$ cat config.mk
export PLATFORM = sky130hd
export DESIGN_NAME = mem_req_master
export DESIGN_NICKNAME = d
export VERILOG_FILES = /design/src/rtl/mem_req_pkg.sv /design/src/rtl/req_wait_timer.sv /design/src/rtl/mem_req_master.sv
export SDC_FILE = /design/constraint.sdc
export NUM_CORES = 1
export LEC_CHECK = 0
export CORE_MARGIN = 1.5
export CORE_UTILIZATION = 37
export DETAILED_ROUTE_END_ITERATION = 10
export PLACE_DENSITY = 0.77
export SLEW_MARGIN = 20
export SYNTH_ARGS = -nofsm -noshare
export SYNTH_HDL_FRONTEND = slang
export SYNTH_SLANG_ARGS = --single-unit
$ cat constraint.sdc
create_clock -name clk -period 2 [get_ports clk]
set_input_delay 0.4 -clock clk [delete_from_list [all_inputs] [get_ports clk]]
set_output_delay 0.4 -clock clk [all_outputs]
set_load 0.05 [all_outputs]
$ cat src/rtl/mem_req_pkg.sv
// Shared types for the memory request master.
// Holds the FSM state encoding, command bundle and default widths.
package mem_req_pkg;

   localparam int MEM_ADDR_W = 4;
   localparam int MEM_DATA_W = 32;

   typedef enum logic [1:0] {
      IDLE = 2'd0,
      REQ  = 2'd1,
      RSP  = 2'd2
   } mem_req_state_e;

   typedef struct packed {
      logic                  rnw;
      logic [MEM_ADDR_W-1:0] addr;
      logic [MEM_DATA_W-1:0] wdata;
   } mem_cmd_t;

endpackage

$ cat src/rtl/req_wait_timer.sv
// Saturating wait counter for the request phase.
// expired_o flags that the count has reached TIMEOUT.
module req_wait_timer #(
   parameter int TIMEOUT = 31
) (
   input  logic clk,
   input  logic reset,
   input  logic clr_i,
   input  logic en_i,
   output logic expired_o
);

   localparam int CNT_W = $clog2(TIMEOUT + 1);
   localparam logic [CNT_W-1:0] LIMIT = CNT_W'(TIMEOUT);

   logic [CNT_W-1:0] count;

   assign expired_o = (count == LIMIT);

   always_ff @(posedge clk or negedge reset) begin
      if (!reset) begin
         count <= '0;
      end else if (clr_i) begin
         count <= '0;
      end else if (en_i && !expired_o) begin
         count <= count + 1'b1;
      end
   end

endmodule

$ cat src/rtl/mem_req_master.sv
// Single-outstanding request master for the 16x32 memory.
// Holds req until ready or timeout, then returns a response.
module mem_req_master
   import mem_req_pkg::*;
#(
   parameter int ADDR_W  = MEM_ADDR_W,
   parameter int DATA_W  = MEM_DATA_W,
   parameter int TIMEOUT = 31
) (
   input  logic              clk,
   input  logic              reset,
   input  logic              cmd_valid_i,
   output logic              cmd_ready_o,
   input  logic              cmd_rnw_i,
   input  logic [ADDR_W-1:0] cmd_addr_i,
   input  logic [DATA_W-1:0] cmd_wdata_i,
   output logic              rsp_valid_o,
   input  logic              rsp_ready_i,
   output logic [DATA_W-1:0] rsp_rdata_o,
   output logic              rsp_err_o,
   output logic              req_o,
   output logic              req_rnw_o,
   output logic [ADDR_W-1:0] req_addr_o,
   output logic [DATA_W-1:0] req_wdata_o,
   input  logic              req_ready_i,
   input  logic [DATA_W-1:0] req_rdata_i,
   output logic              busy_o
);

   mem_req_state_e state;
   logic           cmd_fire;
   logic           expired;

   assign cmd_ready_o = (state == IDLE);
   assign req_o       = (state == REQ);
   assign rsp_valid_o = (state == RSP);
   assign busy_o      = (state != IDLE);
   assign cmd_fire    = cmd_valid_i && cmd_ready_o;

   req_wait_timer #(
      .TIMEOUT (TIMEOUT)
   ) u_timer (
      .clk       (clk),
      .reset     (reset),
      .clr_i     (cmd_fire),
      .en_i      (req_o && !req_ready_i),
      .expired_o (expired)
   );

   always_ff @(posedge clk or negedge reset) begin
      if (!reset) begin
         state       <= IDLE;
         req_rnw_o   <= 1'b0;
         req_addr_o  <= '0;
         req_wdata_o <= '0;
         rsp_rdata_o <= '0;
         rsp_err_o   <= 1'b0;
      end else begin
         unique case (state)
            IDLE: begin
               if (cmd_valid_i) begin
                  req_rnw_o   <= cmd_rnw_i;
                  req_addr_o  <= cmd_addr_i;
                  req_wdata_o <= cmd_wdata_i;
                  state       <= REQ;
               end
            end
            REQ: begin
               // A ready in the final wait cycle still counts as success.
               if (req_ready_i) begin
                  rsp_rdata_o <= req_rnw_o ? req_rdata_i : '0;
                  rsp_err_o   <= 1'b0;
                  state       <= RSP;
               end else if (expired) begin
                  rsp_rdata_o <= '0;
                  rsp_err_o   <= 1'b1;
                  state       <= RSP;
               end
            end
            RSP: begin
               if (rsp_ready_i) begin
                  state <= IDLE;
               end
            end
            default: state <= IDLE;
         endcase
      end
   end

endmodule

# Word-level counts from Yosys, hierarchy flattened
# Index checks and enable logic that the tools add are counted.
[totals]
ff_bits = 77
latchBits = 0
ramBits = 0
mem_bits_ro = 0
input_bits = 74
output_inout_bits = 74
wordCells = 38
memories = 0
[classes]
addsub = 1
multipliers = 0
div_mod_pow = 0
order_cmp = 0
eq_ne = 6
n_shift = 0
muxes = 12
bitwise = 0
n_reduce_logical = 12
[op_table]
columns = ["operator", "count"]
rows = [
  ["2-to-1 mux 32 bit", 3],
  ["2-to-1 mux 5 bit", 2],
  ["2-to-1 mux 2 bit", 4],
  ["case mux 2 bit (3 select lines)", 1],
  ["nonzero test 2 bit", 3],
  ["adder 5 x 1 -> 5 bit, second input constant", 1],
  ["equality test 5 bit, second input constant", 1],
  ["AND reduction 2 bit", 2],
  ["logical AND 1 bit", 3],
  ["inequality test 3 x 1 -> 1 bit, second input constant", 1],
  ["AND reduction 3 bit", 1],
  ["equality test 2 x 1 -> 1 bit, second input constant", 1],
  ["equality test 2 bit, second input constant", 1],
  ["zero test 1 bit", 2],
  ["zero test 2 bit", 1],
  ["2-to-1 mux 1 bit", 2],
  ["inequality test 2 x 1 -> 1 bit, second input constant", 1],
  ["inequality test 2 bit, second input constant", 1],
]

# Logic depth before layout (Yosys ltp)
# Gate-level depths: netlist of run 1.
[depth]
depth_word = 5
depth_mapped = 6
mapped_depth_nobuf = 6

# Modules after synthesis
# From an unflattened synthesis of run 1, not the netlist that was laid out.
[hier_totals]
cells_unflattened = 260
hier_area_um2 = 3129.3
[modules_own_cells]
columns = ["mod", "n_inst", "cells_per_inst", "area_each_um2", "seq_area_each_um2"]
rows = [
  ["mem_req_master", 1, 237, 2880.3, 1801.7],
  ["req_wait_timer", 1, 23, 249.0, 125.1],
]

# Worst setup path after synthesis of run 1
# OpenSTA, ideal clock, no wires.
[synth_path]
kind = "register to register"
from = "reg u_timer.count[0]"
to = "reg u_timer.count[3]"
setup_ps = 78
arrival_ps = 1941
required_ps = 1922
setup_slack_ps = -19
path_stages_with_launch = 7
n_path_buf = 0
synth_period_minus_slack_ps = 2019
cell_sequence = "dfrtp_1 ha_1 and3_1 ha_1 or4b_4 or3_1 a21oi_1"
[synth_via]
elab_chain_cells = 4
elab_cells_between_ends = 7
cone_classes = "add/sub: 1; eq/ne: 1; mux: 2; reduce/logical: 3"
[synth_lines]
columns = ["element", "line_no", "rtl"]
rows = [
  ["start, declared", "req_wait_timer.sv:16", "logic [CNT_W-1:0] count;"],
  ["start signal, assigned", "req_wait_timer.sv:26", "count <= count + 1'b1;"],
  ["parallel branches: the longest is 4 deep, another holds adder 5 x 1 -> 5 bit", "n/a", ""],
]
# Parallel ways; which one is timed is not known. The select of a mux whose other input is x is not followed.
# A chain may end at the register's enable or synchronous reset.

# Worst setup path in the final report of run 1
[layout_path]
from = "reg rsp_rdata_o[26]"
to = "out rsp_rdata_o[26]"
[layout_rtl]
columns = ["element", "line_no", "rtl"]
rows = [
  ["start, declared", "mem_req_master.sv:19", "output logic [DATA_W-1:0] rsp_rdata_o,"],
  ["start signal, assigned", "mem_req_master.sv:71", "rsp_rdata_o <= req_rnw_o ? req_rdata_i : '0;"],
]
# No word-level cell between the ends.

==> results.cfg, run 1 <==
[power]
internal-power_mw = 4.85
p_clk_share_pct = 14.1
irDropWorstVdd_mv = 1.28
power_leakage_nw = 2.34
pwr-share-seq_pct = 27.9
p_sw_mw = 4.81
total_power_mw = 9.66
p_per_area_nw_per_um2 = 1910
swShare_pct = 49.8
comb_power_share_pct = 58.1

[route]
ant_nets = 0
dr_wl_met2_um = 3990
vias_per_cell = 4.78
dr_wl_met3_um = 989
drcViolationCount = 0
drt_iter0_drc = 146
wl_per_cell_um = 14.6
dr.pass1.iters = 6
highest_layer = met4
met1_length_um = 3700
vias = 2875
totalWireLength_um = 8770

[grt]
overflow = 0
antenna_found_initial = 0
grt_util_all_layers_pct = 20.1
grt_max_degree = 45
grt_pass1_wl_um = 13800
grt_pass1_vias = 2802

[synthesis]
netlist_area_um2 = 3120
synth_seq_cells = 77
synth_top_area_cell = dfrtp_1
synthDistinctLibCells = 24
synth.top_cell.area_share_pct = 61.8
ys_warn_count = 0
synth_fp_nets = 415
synth_top_cells_by_area = dfrtp_1 62%, nand2_1 14%, nand4_1 6.4%, o21ai_0 5.3%, inv_1 4.1%
synth_area_per_cell_um2 = 9.20
synth-seq-area-share_pct = 61.8
synthCells = 339

[cells_and_area]
synthToLayoutAreaGrowth_pct = 62.5
layout_common_cells = 139 x clkdlybuf4s50_1, 118 x nand2_1, 77 x dfrtp_1
fillers = 683
antennaDiodeCount = 0
layout.area.seq_um2 = 1930
drive_gt1_share_pct = 9.48
fin_util_pct = 62.0
fin_nets = 567
final_common_cell = clkdlybuf4s50_1
multi_input_area_um2 = 998

[placed_design]
place.gp.congestion = 0.764
port_buffers = 147
dp_hpwl_um = 6160

[clocking]
clk_transition_reported_paths_ns = 0.09
htreeDepth = 3
max-clock-path-buffers = 2
clk_latency_ns = 0.36
clock_sinks = 77
cts_root_buffer = clkbuf_8
cts_tree = built
numCtsBuffers = 9

[setup_path]
crit_fanout = 2
worst-setup-path-type = register to output port
cp_cell_sequence = clkdlybuf4s50_1
startpoint_type = register
worst_setup_path_end_kind = output port
cp.arrival_ns = 1.54
crit_path_max_incr_delay_ns = 0.82
slowest_stage = clkdlybuf4s50_1
worstPathRequired_ns = 1.60
crit_buf_inv = 1
r2r_setup_slack_ns = 0.07
cpLargestDelayFamily = buffers and inverters

[die]
dieArea_um2 = 8990
io_pins = 148
coreArea_um2 = 8180
rows = 33
die_h_um = 94.8
start_util_pct = 38.1
die_w_um = 94.8

[timing]
finalHoldViolCount = 0
worstMarginPinSlew_ns = 0.547
max_freq_mhz = 514
slew_violations = 0
layout_min_cycle_time_ns = 1.94
period_share_pct = 97.2
slew-limit-headroom_pct = 63.5
rsz0062_at_grt = false
finClkSkew_ns = 0.0113
setup_violations = 0

[run_status]
status = finished clean

[hold_path]
hold_path_class = register to register

[job]
cap_violations = 0
[registers in the layout, indices dropped and copies added, names as in the netlist]
register and flops:
req_wdata_o 32, req_rnw_o 1, u_timer.count 5, rsp_err_o 1, state 2, rsp_rdata_o 32
req_addr_o 4
[what timing repair did]
| action | CTS | global route |
|---|---|---|
| resized for setup | 3 | 5 |
| pin swaps | 2 | 0 |
| endpoints found under the setup margin | 2 | 3 |
| hold buffers | 1 | 0 |
| hold endpoints to repair | 30 | 0 |
| buffers inserted | 0 | 2 |
[cells by family (layout without fill, tap and decap cells)]
| group | Yosys count | count (layout) | synth area share (%) |
|---|---|---|---|
| AOI/OAI and AO/OA | 40 | 40 | 6.58 |
| xor gates and xnor gates | 1 | 1 | 0.281 |
| adders and majority gates | 2 | 2 | 0.802 |
| buffers and inverters | 57 | 214 | 7.14 |
| DFF | 77 | 77 | 61.8 |
| muxes | 1 | 1 | 0.321 |
| and+or+nand+nor | 161 | 161 | 23.1 |
[through the flow]
stage          std cells  setup WS (ns)  TNS (ns)  hold WS, ns  cell area (um2)
6_report             601         0.0560         0        0.476             5070
5_1_grt              601        0.00585         0        0.500             5070
4_1_cts              599         0.0200         0        0.482             5030
3_5_place_dp         582       -0.00211  -0.00211        0.383             4790
3_3_place_gp         582         0.0453         0        0.382             4790
2_1_floorplan        339         0.0100         0        0.104             3120
[cell type report]
class,instances,area share (%)
inverters,34,2.52
multi-input cells,205,19.7
clock inverters,6,1.85
well taps,105,2.59
repair buffers,164,32.6
flip-flops and latches,77,38.0
clock buffers,10,2.72
[path summary, 6_finish.rpt]
path | start | end | cells after the start
worst max-delay path | rsp_rdata_o[26] | rsp_rdata_o[26] | 1
worst min-delay path | req_addr_o[2] | req_addr_o[2] | 2
worst max register to register | u_timer.count[1] | u_timer.count[3] | 6
worst min register to register | req_addr_o[2] | req_addr_o[2] | 2
max in group asynchronous | reset | rsp_rdata_o[10] | 3
min in group asynchronous | reset | req_wdata_o[4] | 2
[synth_stat cells, drive strengths merged]
cell,instances
o21ai,33
or3,1
nor3b,1
and3,1
ha,2
nand3,1
nor2,2
buf,5
xnor2,1
o21a,1
or4b,1
dfrtp,77
nor4b,1
nand4,32
mux2i,1
inv,34
nand2,118
a21oi,5
or3b,1
a21o,1
clkbuf,18
nor2b,2
[power groups by stage]
stage	registers, mW	logic (mW)	clock network (mW)
after global placement	2.70	5.53	0
final	2.69	5.61	1.36
after floorplan	4.97	1.22	0
after detailed placement	2.72	5.60	0
after global routing	2.78	5.95	1.45
after CTS	2.70	5.61	1.39
[layer usage]
metal / track usage [%] / vias to the layer above
li1: - / 1394
met1: 25.5 / 1337
met2: 30.7 / 136
met3: 8.45 / 8
met4: 7.21 / 0
met5: 0 / -
Power figures use the tool's default switching activity.
==> run 2: changes to the inputs <==
--- a/config.mk
+++ b/config.mk
@@ -5,10 +5,11 @@
 export SDC_FILE = /design/constraint.sdc
 export NUM_CORES = 1
 export LEC_CHECK = 0
-export CORE_MARGIN = 1.5
+export CORE_MARGIN = 3
 export CORE_UTILIZATION = 37
 export DETAILED_ROUTE_END_ITERATION = 10
 export PLACE_DENSITY = 0.77
+export SETUP_SLACK_MARGIN = 0.2
 export SLEW_MARGIN = 20
 export SYNTH_ARGS = -nofsm -noshare
 export SYNTH_HDL_FRONTEND = slang
==> constraint.sdc (replaced) <==
create_clock -name clk -period 1.6 [get_ports clk]
set_input_delay 0.32 -clock clk [delete_from_list [all_inputs] [get_ports clk]]
set_output_delay 0.32 -clock clk [all_outputs]
set_load 0.05 [all_outputs]
==> run 2 against run 1 <==
The run now ends with setup timing left; non-clock buffer count increased by 22; first-iteration DRC count decreased by 29%; global-route usage increased by 0.19 points; sequential power increased by 27%; worst setup slack got worse by 0.36 ns.
==> results.cfg, run 2 (synthesized netlist as in run 1, its figures left out) <==
[run_status]
status = finished with violations
failed_checks = setup timing

[setup_path]
worst-setup-path-type = register to register
cp_cell_sequence = ha_2 -> and3_4 -> ha_4 -> or4b_4 -> or3_1 -> a21oi_2
r2r_start = u_timer.count[1]
slowest_stage = or4b_4
worstPathRequired_ns = 1.88
startpoint_type = register
cp.arrival_ns = 2.18
r2r_setup_slack_ns = -0.30
worst_setup_path_end_kind = register
rr_worst_depth = 6
crit_fanout = 2
r2r_end = u_timer.count[3]
crit_path_max_incr_delay_ns = 0.48

[die]
die_h_um = 97.8
die_w_um = 97.8
coreArea_um2 = 7970
dieArea_um2 = 9560
io_pins = 148
rows = 32
start_util_pct = 39.1

[clocking]
cts_root_buffer = clkbuf_8
clk_transition_reported_paths_ns = 0.08
clock_sinks = 77
clk_latency_ns = 0.36
htreeDepth = 3
numCtsBuffers = 9
cts_tree = built
max-clock-path-buffers = 2

[timing]
layout_min_cycle_time_ns = 1.90
finClkSkew_ns = 0.0170
worstMarginPinSlew_ns = 0.448
slew-limit-headroom_pct = 70.1
finalHoldViolCount = 0
fin_hold_ws_ns = 0.444
slew_violations = 0
rsz0062_at_grt = true
max_freq_mhz = 526
timing.final.ws_setup_ns = -0.299
period_share_pct = 119
setup_violations = 40

[job]
cap_violations = 0

[cells_and_area]
final_common_cell = buf_4
synthToLayoutAreaGrowth_pct = 84.5
drive_gt1_share_pct = 43.7
largestRegisters = req_wdata_o x32, rsp_rdata_o x32, u_timer.count x5
antennaDiodeCount = 0
fin_nets = 589
layout_common_cells = 81 x buf_4, 75 x dfrtp_1, 72 x clkdlybuf4s50_1
fin_area_um2 = 5750
fillers = 487

[placed_design]
place.gp.congestion = 0.781
pre_cts_ws_ns = -0.336
port_buffers = 147
dpl_cell_area_um2 = 4800
dp_hpwl_um = 6370

[route]
ant_nets = 0
drt_iter0_drc = 103
dr.pass1.iters = 4
vias_per_cell = 5.08
drcViolationCount = 0
totalWireLength_um = 11100
vias = 3143
wl_per_cell_um = 17.9

[grt]
use_met2_pct = 33.1
grt_pass1_wl_um = 15600
antenna_found_initial = 0
grt_pass1_vias = 3125
grt_util_all_layers_pct = 20.3
grt_use_met1_pct = 24.6
met3_usage_pct = 8.21
overflow = 0
top_usage_layer = met2
grt_max_degree = 35

[power]
irDropWorstVdd_mv = 1.66
power_leakage_nw = 2.81
total_power_mw = 13.7
p_per_area_nw_per_um2 = 2390

[hold_path]
hold_path_class = input port to asynchronous set/reset pin
-- run 2: changes by cell type in the layout (fill, tap and decap cells not counted), sizes merged --
cell / before / now
dlygate4sd2: 1 / 0
clkinv: 2 / 0
bufbuf: 0 / 1
clkbuf: 10 / 13
dlymetal6s2s: 1 / 0
clkdlybuf4s50: 139 / 72
buf: 22 / 109
clkinvlp: 1 / 2
-- run 2: power breakdown --
part / total [mW] / switching, mW / internal (mW)
Combinational: 8.71 / 5.52 / 3.19
Clock: 1.61 / 0.736 / 0.876
Sequential: 3.42 / 0.593 / 2.83
-- run 2: through the flow --
stage / TNS (ns) / cells / utilization [%]
floorplan: -0.735 / 339 / -
global placement: -4.95 / 585 / 60.2
detailed placement: -6.66 / 585 / 60.2
CTS: -1.95 / 607 / 66.6
global route: -5.22 / 619 / 72.2
finish: -3.04 / 619 / 72.2
-- run 2: how the worst max path moves through the flow --
stage | from | end | slack, ns | depth (start not counted)
floorplan | u_timer.count[0] | u_timer.count[3] | -0.31 | 6
global placement | u_timer.count[1] | u_timer.count[3] | -0.30 | 6
detailed placement | u_timer.count[1] | u_timer.count[3] | -0.34 | 6
CTS | u_timer.count[1] | u_timer.count[3] | -0.29 | 6
global route | u_timer.count[1] | u_timer.count[3] | -0.36 | 6
finish | u_timer.count[1] | u_timer.count[3] | -0.30 | 6
-- run 2: final cells by class --
| class | count | area, um2 | area share (%) |
|---|---|---|---|
| Tap cell | 102 | 128 | 2.22 |
| Clock inverter | 5 | 83.8 | 1.46 |
| Sequential cell | 77 | 1930 | 33.5 |
| Inverter | 34 | 128 | 2.22 |
| Timing Repair Buffer | 186 | 1960 | 34.1 |
| Multi-Input combinational cell | 205 | 1390 | 24.2 |
| Clock buffer | 10 | 128 | 2.22 |
-- run 2: worst max-delay path: cells and delay by family (launching register included) --
family | cells | cell delay (ns)
adders and majority gates | 2 | 0.35
and+or+nand+nor | 3 | 0.96
AOI/OAI and AO/OA | 1 | 0.12
DFF | 1 | 0.39
-- run 2: per-layer routing --
metal	up-vias	part of all wire, %
li1	1449	-
met1	1535	38
met2	143	50
met3	16	9.3
met4	0	2.1
met5	-	0
-- run 2: repair_timing --
action                                  4_1_cts  5_1_grt
endpoints found under the setup margin       65       80
buffers inserted                              2        7
pin swaps                                     3       53
resized for setup                            65       87
hold buffers                                  1        0
endpoints found under the hold margin        30        0
gates cloned                                  4        5
==> run 3: changes to the inputs <==
--- a/config.mk
+++ b/config.mk
@@ -8,9 +8,10 @@
 export CORE_MARGIN = 3
 export CORE_UTILIZATION = 37
 export DETAILED_ROUTE_END_ITERATION = 10
-export PLACE_DENSITY = 0.77
+export PLACE_DENSITY = 0.76
 export SETUP_SLACK_MARGIN = 0.2
 export SLEW_MARGIN = 20
 export SYNTH_ARGS = -nofsm -noshare
 export SYNTH_HDL_FRONTEND = slang
+export SYNTH_HIERARCHICAL = 1
 export SYNTH_SLANG_ARGS = --single-unit
==> run 3 against run 2 <==
The run now ends clean; wire length decreased by 16%; via count decreased by 17%; first-iteration DRC count decreased by 29%; cell area decreased by 6.4%; critical path depth unchanged; total power decreased by 4.5%; sequential share of layout area increased by 2.3 points; sequential cell count unchanged; largest cell class is now sequential cells.
==> results.cfg, run 3 <==
[run_status]
status = finished clean

[synthesis]
yosysMostFrequentCell = dfrtp_1
synth-async-reset-ratio_pct = 100
ys_warn_count = 6
synth_area_per_cell_um2 = 12.0
synthCells = 260
synth_seq_cells = 77
synth_edf_count = 0
synthDistinctLibCells = 25
netlist_area_um2 = 3130
synth_fp_nets = 336
synth_top_area_cell = dfrtp_1
ys.flop_type = dfrtp_1
synth.top_cell.area_share_pct = 61.6
synth-seq-area-share_pct = 61.6
synth_common_cells = 77 x dfrtp_1, 37 x mux2_2, 35 x inv_1
synth_top_cells_by_area = dfrtp_1 62%, mux2_2 13%, nand4_1 6.4%, o21ai_0 5.3%, inv_1 4.2%

[setup_path]
cp_cell_sequence = ha_2 -> and3_4 -> ha_4 -> buf_4 -> o21a_4 -> a21o_1
slowest_stage = dfrtp_1
rr_worst_depth = 6
worst_setup_path_end_kind = register
worstPathRequired_ns = 1.83
crit_buf_inv = 1
cpLargestDelayFamily = compound AO/OA/AOI/OAI gates
worst-setup-path-type = register to register
worstSetupStartpoint = u_timer/count[1]
startpoint_type = register
cp.depth = 6
crit_path_max_incr_delay_ns = 0.39
r2r_start = u_timer/count[1]
crit_fanout = 8
cp.arrival_ns = 1.80

[power]
p_per_area_nw_per_um2 = 2440
comb_power_share_pct = 62.9
p_sw_mw = 6.20
p_clk_share_pct = 11.4
power_leakage_nw = 2.52
pwr-share-seq_pct = 25.7
irDropWorstVdd_mv = 1.74
swShare_pct = 47.3
internal-power_mw = 6.92
total_power_mw = 13.1

[route]
drcViolationCount = 0
totalWireLength_um = 9300
vias_per_cell = 4.89
dr.pass1.iters = 6
ant_nets = 0
wl_per_cell_um = 17.4
dr_wl_met3_um = 463
met1_length_um = 4130
drt_iter0_drc = 73
vias = 2615
highest_layer = met4
dr_wl_met2_um = 4580

[clocking]
max-clock-path-buffers = 2
clock_sinks = 77
cts_tree = built
clk_latency_ns = 0.34
clk_transition_reported_paths_ns = 0.09
htreeDepth = 3
numCtsBuffers = 9
cts_root_buffer = clkbuf_8

[cells_and_area]
fin_nets = 504
fillers = 602
layout_common_cells = 82 x buf_4, 75 x dfrtp_1, 72 x clkdlybuf4s50_1
synthToLayoutAreaGrowth_pct = 72.1
fin_area_um2 = 5390
drive_gt1_share_pct = 42.5
final_common_cell = buf_4
largestRegisters = req_wdata_o x32, rsp_rdata_o x32, u_timer/count x5
fin_util_pct = 67.6
final_cells = 535
antennaDiodeCount = 0

[die]
start_util_pct = 39.3
coreArea_um2 = 7970
die_w_um = 98.0
dieArea_um2 = 9600
rows = 32
die_h_um = 98.0
io_pins = 148

[timing]
worstMarginPinSlew_ns = 0.407
period_share_pct = 98.0
max_freq_mhz = 638
timing.final.ws_setup_ns = 0.0322
slew_violations = 0
fin_hold_ws_ns = 0.518
rsz0062_at_grt = true
finalHoldViolCount = 0
slew-limit-headroom_pct = 72.9
layout_min_cycle_time_ns = 1.57
finClkSkew_ns = 0.0113
fin_tns_setup_ns = 0
setup_violations = 0

[grt]
grt_max_degree = 78
antenna_found_initial = 0
grt_util_all_layers_pct = 18.7
overflow = 0
grt_pass1_vias = 2770
grt_pass1_wl_um = 14500

[placed_design]
port_buffers = 147
place.gp.congestion = 0.774
dpl_cell_area_um2 = 4660
dp_hpwl_um = 5520
placedCellCount = 497
pre_cts_ws_ns = -0.0458

[hold_path]
hold_path_class = register to register
min_path_cells = 1
worstHoldStart = req_wdata_o[25]

[job]
cap_violations = 0
run 3: cell types whose count changed in the layout (fill, tap and decap cells not counted), sizes merged, moves of 2 or more:
cell	previous run	this run
nor2	2	5
nand2	118	0
xor2	0	2
o21a	1	3
a21oi	5	3
buf	109	99
mux2	0	37
clkinv	0	3
run 3: what timing repair did:
item                                   CTS  global route
hold buffers                             1             0
endpoints found under the hold margin    1             0
cloned                                   5             2
buffers inserted                        11             3
resized for setup                       26            48
pin swaps                                3             2
setup endpoints to repair               79            82
run 3: worst reg2reg max path, stage by stage, from the launching register on:
cell,delay [ns]
dfrtp_1,0.39
ha_2,0.19
and3_4,0.15
ha_4,0.16
buf_4,0.14
o21a_4,0.25
a21o_1,0.16
run 3: metal layers:
layer  global-route usage [%]  vias to the layer above
li1                         -                     1232
met1                     24.0                     1289
met2                     32.0                       82
met3                     3.86                       12
met4                     5.54                        0
met5                        0                        -
run 3: kinds of logic after synthesis:
group | Yosys count | synth area share, %
fa+ha+maj | 2 | 0.800
compound gates | 39 | 6.48
flops | 77 | 61.6
mux | 39 | 14.0
xor+xnor | 2 | 0.560
buf+inv | 55 | 7.76
simple gates | 46 | 8.88
run 3: layout make-up:
type | count | area [um2] | share of cell area [%]
sequential | 77 | 1930 | 35.8
timing repair buffer | 175 | 1750 | 32.5
multi-input combinational | 130 | 1240 | 23.1
clock buffer | 11 | 141 | 2.62
inverter | 35 | 131 | 2.44
tap | 102 | 128 | 2.37
clock inverter | 5 | 60.1 | 1.11
run 3: worst paths after layout:
| path | endpoint | slack [ns] |
|---|---|---|
| min reg2reg | req_wdata_o[25] | 0.52 |
| max reg2reg | state[1] | 0.03 |
| max in group asynchronous | state[0] | 0.72 |
| min in group asynchronous | req_wdata_o[28] | 0.54 |
| max | state[1] | 0.03 |
| min | req_wdata_o[25] | 0.52 |
run 3: power by group through the flow:
stage	Clock, mW	Sequential (mW)	Combinational (mW)
2_1_floorplan	0	6.21	1.81
4_1_cts	1.52	3.34	7.74
6_report	1.49	3.37	8.25
3_5_place_dp	0	3.36	7.05
3_3_place_gp	0	3.33	6.95
5_1_grt	1.61	3.49	8.59
